File: config.mk
export PLATFORM = sky130hd
export DESIGN_NAME = dili_ntt_bfu
export DESIGN_NICKNAME = d
export VERILOG_FILES = /design/src/rtl/dili_ntt_bfu.sv
export SDC_FILE = /design/constraint.sdc
export NUM_CORES = 2
export LEC_CHECK = 0
export ABC_AREA = 1
export CAP_MARGIN = 40
export CORE_MARGIN = 5
export CORE_UTILIZATION = 55
export CTS_CLUSTER_SIZE = 14
export DETAILED_ROUTE_END_ITERATION = 6
export GPL_TIMING_DRIVEN = 0
export PLACE_DENSITY = 0.72
export SLEW_MARGIN = 20
export SYNTH_ARGS = -nofsm -noshare
export SYNTH_HDL_FRONTEND = slang
export SYNTH_SLANG_ARGS = --single-unit
File: constraint.sdc
create_clock -name clk_i -period 8.95 [get_ports clk_i]
set_clock_uncertainty 0.2 [all_clocks]
set_input_delay 0.895 -clock clk_i [delete_from_list [all_inputs] [get_ports clk_i]]
set_output_delay 0.895 -clock clk_i [all_outputs]
set_load 0.02 [all_outputs]
File: src/rtl/dili_ntt_bfu.sv
// Dilithium NTT butterfly: 4-cycle Barrett multiplier, add/sub stage and credit-protected output FIFO.
// Optional Gentleman-Sande mode (mode_i port) is enabled by defining DILI_BFU_GS_EN.

module dili_modMult #(
  parameter int Q = 8380417,
  parameter int L = 24
) (
  input  logic         clk_i,
  input  logic         rst_ni,
  input  logic [L-1:0] a_i,
  input  logic [L-1:0] b_i,
  output logic [L-1:0] p_o
);
  localparam int K   = 2 * L;
  localparam int MW  = L + 3;
  localparam int PW3 = 3 * L + 3;
  localparam longint unsigned MU_FULL = (64'd1 << K) / 64'(Q);
  localparam logic [MW-1:0] MU = MW'(MU_FULL);
  localparam logic [L:0]    Q1 = (L+1)'(Q);

  logic [L-1:0]  a_r;
  logic [L-1:0]  b_r;
  logic [K-1:0]  p_r;
  logic [MW-1:0] qhat_r;
  logic [L:0]    plo_r;
  logic [L:0]    r_s;
  logic [L-1:0]  p_out_r;

  // Barrett quotient estimate is at most one short, so r lies in [0, 2Q)
  assign r_s = plo_r - (L+1)'(qhat_r * MW'(Q));

  // Operand capture, product, quotient estimate, final correction
  always_ff @(posedge clk_i) begin
    if (!rst_ni) begin
      a_r     <= '0;
      b_r     <= '0;
      p_r     <= '0;
      qhat_r  <= '0;
      plo_r   <= '0;
      p_out_r <= '0;
    end else begin
      a_r     <= a_i;
      b_r     <= b_i;
      p_r     <= K'(a_r) * K'(b_r);
      qhat_r  <= MW'((PW3'(p_r) * PW3'(MU)) >> K);
      plo_r   <= p_r[L:0];
      p_out_r <= (r_s >= Q1) ? L'(r_s - Q1) : L'(r_s);
    end
  end

  assign p_o = p_out_r;
endmodule

module dili_ntt_bfu #(
  parameter int Q     = 8380417,
  parameter int L     = 24,
  parameter int DEPTH = 8
) (
  input  logic                       clk_i,
  input  logic                       rst_i,
  input  logic                       in_valid_i,
  output logic                       in_ready_o,
  input  logic [22:0]                a_i,
  input  logic [22:0]                b_i,
  input  logic [22:0]                w_i,
`ifdef DILI_BFU_GS_EN
  input  logic                       mode_i,
`endif
  output logic                       out_valid_o,
  input  logic                       out_ready_i,
  output logic [L-1:0]               a_o,
  output logic [L-1:0]               b_o,
  output logic [$clog2(DEPTH+1)-1:0] count_o
);
  localparam int CW  = $clog2(DEPTH + 1);
  localparam int PW  = $clog2(DEPTH);
  localparam int CRW = CW + 3;
  localparam logic [L-1:0]  QL   = L'(Q);
  localparam logic [L:0]    Q1   = (L+1)'(Q);
  localparam logic [PW-1:0] LAST = PW'(DEPTH - 1);

  logic           accept_s;
  logic           mode_s;
  logic [L-1:0]   a_ext_s;
  logic [L-1:0]   b_ext_s;
  logic [L-1:0]   w_ext_s;
  logic [L:0]     pre_sum_s;
  logic [L-1:0]   s_in_s;
  logic [L-1:0]   d_in_s;
  logic [L-1:0]   mult_b_s;
  logic [L-1:0]   carry_s;
  logic [L-1:0]   prod_s;

  logic [3:0]     dl_valid_r;
  logic [3:0]     dl_mode_r;
  logic [L-1:0]   dl_data_r [4];

  logic           s5_valid_r;
  logic           s5_mode_r;
  logic [L-1:0]   s5_data_r;
  logic [L-1:0]   s5_prod_r;
  logic [L:0]     s5_sum_s;
  logic [L-1:0]   a_new_s;
  logic [L-1:0]   b_new_s;

  logic [2*L-1:0] mem_r [DEPTH];
  logic [PW-1:0]  wr_ptr_r;
  logic [PW-1:0]  rd_ptr_r;
  logic [CW-1:0]  count_r;
  logic           push_s;
  logic           pop_s;
  logic [2:0]     inflight_s;

  function automatic logic [PW-1:0] ptr_next(input logic [PW-1:0] p);
    if (p == LAST) ptr_next = '0;
    else           ptr_next = p + PW'(1);
  endfunction

`ifdef DILI_BFU_GS_EN
  assign mode_s = mode_i;
`else
  assign mode_s = 1'b0;
`endif

  assign a_ext_s  = L'(a_i);
  assign b_ext_s  = L'(b_i);
  assign w_ext_s  = L'(w_i);
  assign accept_s = in_valid_i & in_ready_o;

  // Input-side pre-add/sub (GS) and operand/carry selection
  always_comb begin
    pre_sum_s = {1'b0, a_ext_s} + {1'b0, b_ext_s};
    if (pre_sum_s >= Q1) s_in_s = L'(pre_sum_s - Q1);
    else                 s_in_s = L'(pre_sum_s);
    if (a_ext_s < b_ext_s) d_in_s = a_ext_s - b_ext_s + QL;
    else                   d_in_s = a_ext_s - b_ext_s;
    if (mode_s) begin
      mult_b_s = d_in_s;
      carry_s  = s_in_s;
    end else begin
      mult_b_s = b_ext_s;
      carry_s  = a_ext_s;
    end
  end

  dili_modMult #(.Q(Q), .L(L)) u_mult (
    .clk_i  (clk_i),
    .rst_ni (~rst_i),
    .a_i    (w_ext_s),
    .b_i    (mult_b_s),
    .p_o    (prod_s)
  );

  // Delay line keeps valid/mode/addend aligned with the multiplier pipeline
  always_ff @(posedge clk_i) begin
    if (rst_i) begin
      dl_valid_r <= 4'b0000;
      dl_mode_r  <= 4'b0000;
      for (int i = 0; i < 4; i++) dl_data_r[i] <= '0;
    end else begin
      dl_valid_r   <= {dl_valid_r[2:0], accept_s};
      dl_mode_r    <= {dl_mode_r[2:0], mode_s};
      dl_data_r[0] <= carry_s;
      for (int i = 1; i < 4; i++) dl_data_r[i] <= dl_data_r[i-1];
    end
  end

  // Stage-5 register pairs the product with its delayed addend
  always_ff @(posedge clk_i) begin
    if (rst_i) begin
      s5_valid_r <= 1'b0;
      s5_mode_r  <= 1'b0;
      s5_data_r  <= '0;
      s5_prod_r  <= '0;
    end else begin
      s5_valid_r <= dl_valid_r[3];
      s5_mode_r  <= dl_mode_r[3];
      s5_data_r  <= dl_data_r[3];
      s5_prod_r  <= prod_s;
    end
  end

  // Modular add/sub of the butterfly, or pass-through for GS
  always_comb begin
    s5_sum_s = {1'b0, s5_data_r} + {1'b0, s5_prod_r};
    if (s5_mode_r) begin
      a_new_s = s5_data_r;
      b_new_s = s5_prod_r;
    end else begin
      if (s5_sum_s >= Q1) a_new_s = L'(s5_sum_s - Q1);
      else                a_new_s = L'(s5_sum_s);
      if (s5_data_r < s5_prod_r) b_new_s = s5_data_r - s5_prod_r + QL;
      else                       b_new_s = s5_data_r - s5_prod_r;
    end
  end

  assign push_s = s5_valid_r;
  assign pop_s  = out_valid_o & out_ready_i;

  // Circular output FIFO; credit check below guarantees push never hits full
  always_ff @(posedge clk_i) begin
    if (rst_i) begin
      wr_ptr_r <= '0;
      rd_ptr_r <= '0;
      count_r  <= '0;
      for (int i = 0; i < DEPTH; i++) mem_r[i] <= '0;
    end else begin
      if (push_s) begin
        mem_r[wr_ptr_r] <= {a_new_s, b_new_s};
        wr_ptr_r        <= ptr_next(wr_ptr_r);
      end
      if (pop_s) rd_ptr_r <= ptr_next(rd_ptr_r);
      case ({push_s, pop_s})
        2'b10:   count_r <= count_r + CW'(1);
        2'b01:   count_r <= count_r - CW'(1);
        default: count_r <= count_r;
      endcase
    end
  end

  // Results already promised to the FIFO: four delay stages plus stage 5
  always_comb begin
    inflight_s = {2'b00, dl_valid_r[0]} + {2'b00, dl_valid_r[1]} + {2'b00, dl_valid_r[2]}
               + {2'b00, dl_valid_r[3]} + {2'b00, s5_valid_r};
  end

  assign in_ready_o  = (CRW'(count_r) + CRW'(inflight_s)) < CRW'(DEPTH);
  assign out_valid_o = (count_r != '0);
  assign {a_o, b_o}  = mem_r[rd_ptr_r];
  assign count_o     = count_r;
endmodule

==> impl_metrics.yaml <==
run_status:
  status: "finished, violations left"
  violations: "DRC"
synth:
  synth_top_family_by_area: "adder cells"
  synthFlopType: "edfxtp_1"
  syn_nets: 9214
  synth_area_um2: 64630
  synthCells: 7948
  synth_area_per_cell_um2: 8.131
  yosys.area_share.xor_xnor_pct: 1.342
  synthArstFlopShare_pct: 0
  yosysSeqAreaShare_pct: 27.91
  ys_ff_latch: 709
  synth-compound-area-share_pct: 9.334
  synth_edf_count: 384
  ys_warn_count: 0
  synth_cell_types: 67
  yosys.area_share.simple_pct: 18.99
  synth.area.mux_share_pct: 0.01549
  synth_fa_ha_area_share_pct: 30.24
global_route:
  track_usage_pct: 32.10
  grt_pass1_wl_um: 307300
  grt.overflow.total: 0
  grt_pass1_vias: 53142
  grt_max_degree: 49
  antenna_found_initial: 4
drt:
  ant_nets: 0
  drt-total-wl_um: 201600
  vias: 53782
  wl_per_cell_um: 20.64
  first_pass_iters: 7
  vias_per_cell: 5.505
  drt_iter0_drc: 5086
  drc: 2
hold_path:
  hold_path.class: "reg -> reg"
critical_path:
  critPathKind: "reg -> reg"
  max_stage_delay_ps: 780
  critical_path_buf_inv_count: 6
  crit_arrival_ps: 8490
  crit_path_end_kind: "flip-flop"
  crit_fanout: 10
  cp_top_family: "adder cells"
  required_ps: 9390
  cpMostUsedCell: "fa_1"
  cpMaxStageDelayCell: "dfxtp_1"
  critPathLaunchType: "flip-flop"
cells_and_area:
  fin_nets: 9449
  insertedDiodeCount: 0
  syn_to_final_growth_pct: 9.562
  layout-drive-gt1-share_pct: 5.712
  stdcell_count: 9770
sta:
  setup_viol: 0
  slew_violations: 0
  period_share_pct: 89.90
  rsz0062_at_grt: "no"
  tns_ps: 0
  worstMarginPinSlew_ps: 963.6
  max_freq_ghz: 0.1243
  fin_crit_ps: 8046
  hold_viol_final: 0
  slew_headroom_pct: 35.76
floorplan:
  initial_core_util_pct: 55.46
  boundaryPins: 127
  die_w_um: 352.8
  die_area_um2: 124500
  core_area_um2: 116500
  fp.dieH_um: 352.8
  rows: 125
cts:
  clockBufferDepth: 3
  h-tree-depth: 3
  cts.sinks: 709
  cts_setup_buffers: 0
  clk_pin_slew_worst_paths_ps: 60
  cts_tree: "built"
  root_buffer: "clkbuf_16"
  cts.hold.buffers_added: 0
  cts-resized-gates: 0
  cts_made_buffers: 78
  insertion_delay_ps: 710
flow_run:
  maxCapViolCount: 0
placed_design:
  finalWeightedCongestion: 0.9789
  numPortBuffers: 126
  dp.cells: 9620
  hpwl_um: 160500
-- cells in the final DEF, fill, tap and decap left out, types with 13 or more instances in the layout --
master,netlist,routed
clkinv_2,0,16
nor2_2,27,27
a31oi_1,63,63
a21oi_2,77,77
o21ai_0,351,351
clkbuf_16,0,79
dfxtp_1,325,325
clkdlybuf4s50_1,0,126
buf_6,12,25
o21bai_1,13,13
xnor2_1,20,20
nor3_1,37,37
nand3_2,17,17
nand2_2,40,40
inv_1,1730,1730
nand2_4,7,15
nand2_1,1266,1258
clkbuf_1,238,251
nor2_1,1118,1118
nand2_8,20,20
a21o_1,17,17
inv_2,36,36
a21oi_1,403,403
edfxtp_1,384,384
nand4_1,81,81
fa_1,615,615
nand3_1,162,162
ha_1,578,578
o22ai_1,49,49
o21a_1,38,38
xor2_1,66,66
-- routing by layer --
layer | track usage (%) | share of wire [%]
met1 | 41.64 | 40
met5 | 0 | 0.015
met2 | 52.34 | 46
met3 | 5.786 | 8.4
met4 | 15.42 | 5.6
-- cells by family (layout without fill, tap and decap cells) --
family / after synthesis / after routing
simple gates: 2845 / 2845
buf+inv: 2049 / 2347
fa+ha+maj: 1193 / 1193
compound gates: 1058 / 1058
flops: 709 / 709
xor+xnor: 93 / 93
mux: 1 / 1
-- worst paths after layout --
kind / slack, ps / cells past startpoint / from / endpoint
max: 900 / 25 / u_mult.b_r[4] / u_mult.p_r[30]
min: 200 / 2 / dl_data_r[2][10] / dl_data_r[3][10]
max reg2reg: 900 / 25 / u_mult.b_r[4] / u_mult.p_r[30]
min reg2reg: 200 / 2 / dl_data_r[2][10] / dl_data_r[3][10]
-- Yosys cell counts, types with 6 or more instances --
| cell | n | area share [%] |
|---|---|---|
| nand2_8 | 20 | 0.62 |
| a21oi_2 | 77 | 1.0 |
| buf_6 | 12 | 0.21 |
| o21ai_0 | 351 | 2.7 |
| clkbuf_1 | 238 | 1.4 |
| nand2_4 | 7 | 0.12 |
| o22ai_1 | 49 | 0.47 |
| nand3b_1 | 10 | 0.12 |
| nand3_4 | 12 | 0.33 |
| buf_4 | 6 | 0.070 |
| nand2_1 | 1266 | 7.4 |
| o211ai_1 | 9 | 0.10 |
| ha_1 | 578 | 11 |
| nand2_2 | 40 | 0.39 |
| xnor2_1 | 20 | 0.27 |
| xor2_1 | 66 | 0.89 |
| nand3_1 | 162 | 1.3 |
| nor3_1 | 37 | 0.29 |
| a21oi_1 | 403 | 3.1 |
| inv_1 | 1730 | 10 |
| nand3_2 | 17 | 0.26 |
| a31oi_1 | 63 | 0.61 |
| o21bai_1 | 13 | 0.15 |
| buf_1 | 8 | 0.046 |
| nor2_1 | 1118 | 6.5 |
| o21ai_1 | 7 | 0.054 |
| fa_1 | 615 | 19 |
| o21a_1 | 38 | 0.44 |
| dfxtp_1 | 325 | 10 |
| buf_2 | 9 | 0.070 |
| nor2_2 | 27 | 0.26 |
| edfxtp_1 | 384 | 18 |
| nor2_4 | 12 | 0.21 |
| a21o_1 | 17 | 0.20 |
| nand4_1 | 81 | 0.78 |
| nor4_1 | 8 | 0.077 |
| a211oi_1 | 6 | 0.070 |
| inv_2 | 36 | 0.21 |
-- worst reg2reg max path, cell delays in order, from the launching register on --
cell and delay (ps):
dfxtp_1 780, clkbuf_1 550, nand2_1 160, fa_1 520, inv_1 80, fa_1 490
inv_1 90, fa_1 530, fa_1 540, inv_1 70, fa_1 490, fa_1 500
inv_1 60, fa_1 510, inv_1 50, ha_1 350, nand2_1 110, nor2_1 270
nand2_1 140, nor4_1 520, a21oi_1 220, o21ai_0 350, a21boi_0 180, nand2_1 90
nand2_1 50, nor2_1 70
-- per-stage QoR --
step                instance area [µm²]  hold slack, ps  utilization [%]  setup slack (ps)
finish                            70810           195.3            60.77             903.9
floorplan                         64630           188.3                -              2637
CTS                               70730           200.3            60.70              1089
detailed placement                68200           191.7            58.53              1113
global route                      70810           206.0            60.77             472.9
global placement                  67790           194.3            58.18              1205
-- cell type report --
type                       instances  area, µm²
clock buffer                     103       2147
clock inverter                    40      380.4
timing repair buffer             155       1682
multi-input combinational       5190      38780
buffer                           276       1207
tap                             1524       1907
inverter                        1773       6663
fill                           10377      45710
sequential                       709      18040
-- sequential cells by signal, indices dropped and copies added (netlist names), named ones only --
| name | cells |
|---|---|
| u_mult.b_r | 23 |
| mem_r | 384 |
| u_mult.plo_r | 25 |
| s5_prod_r | 24 |
| u_mult.p_r | 48 |
| dl_data_r | 92 |
| s5_data_r | 23 |
| dl_valid_r | 4 |
| u_mult.qhat_r | 25 |
| wr_ptr_r | 3 |
| rd_ptr_r | 3 |
| u_mult.a_r | 23 |
| count_o | 4 |
| u_mult.p_o | 24 |
| push_s | 1 |
Power is left out: the tool's default activity adds up to more than one toggle a clock period on the data nets, which glitch-free logic cannot reach.
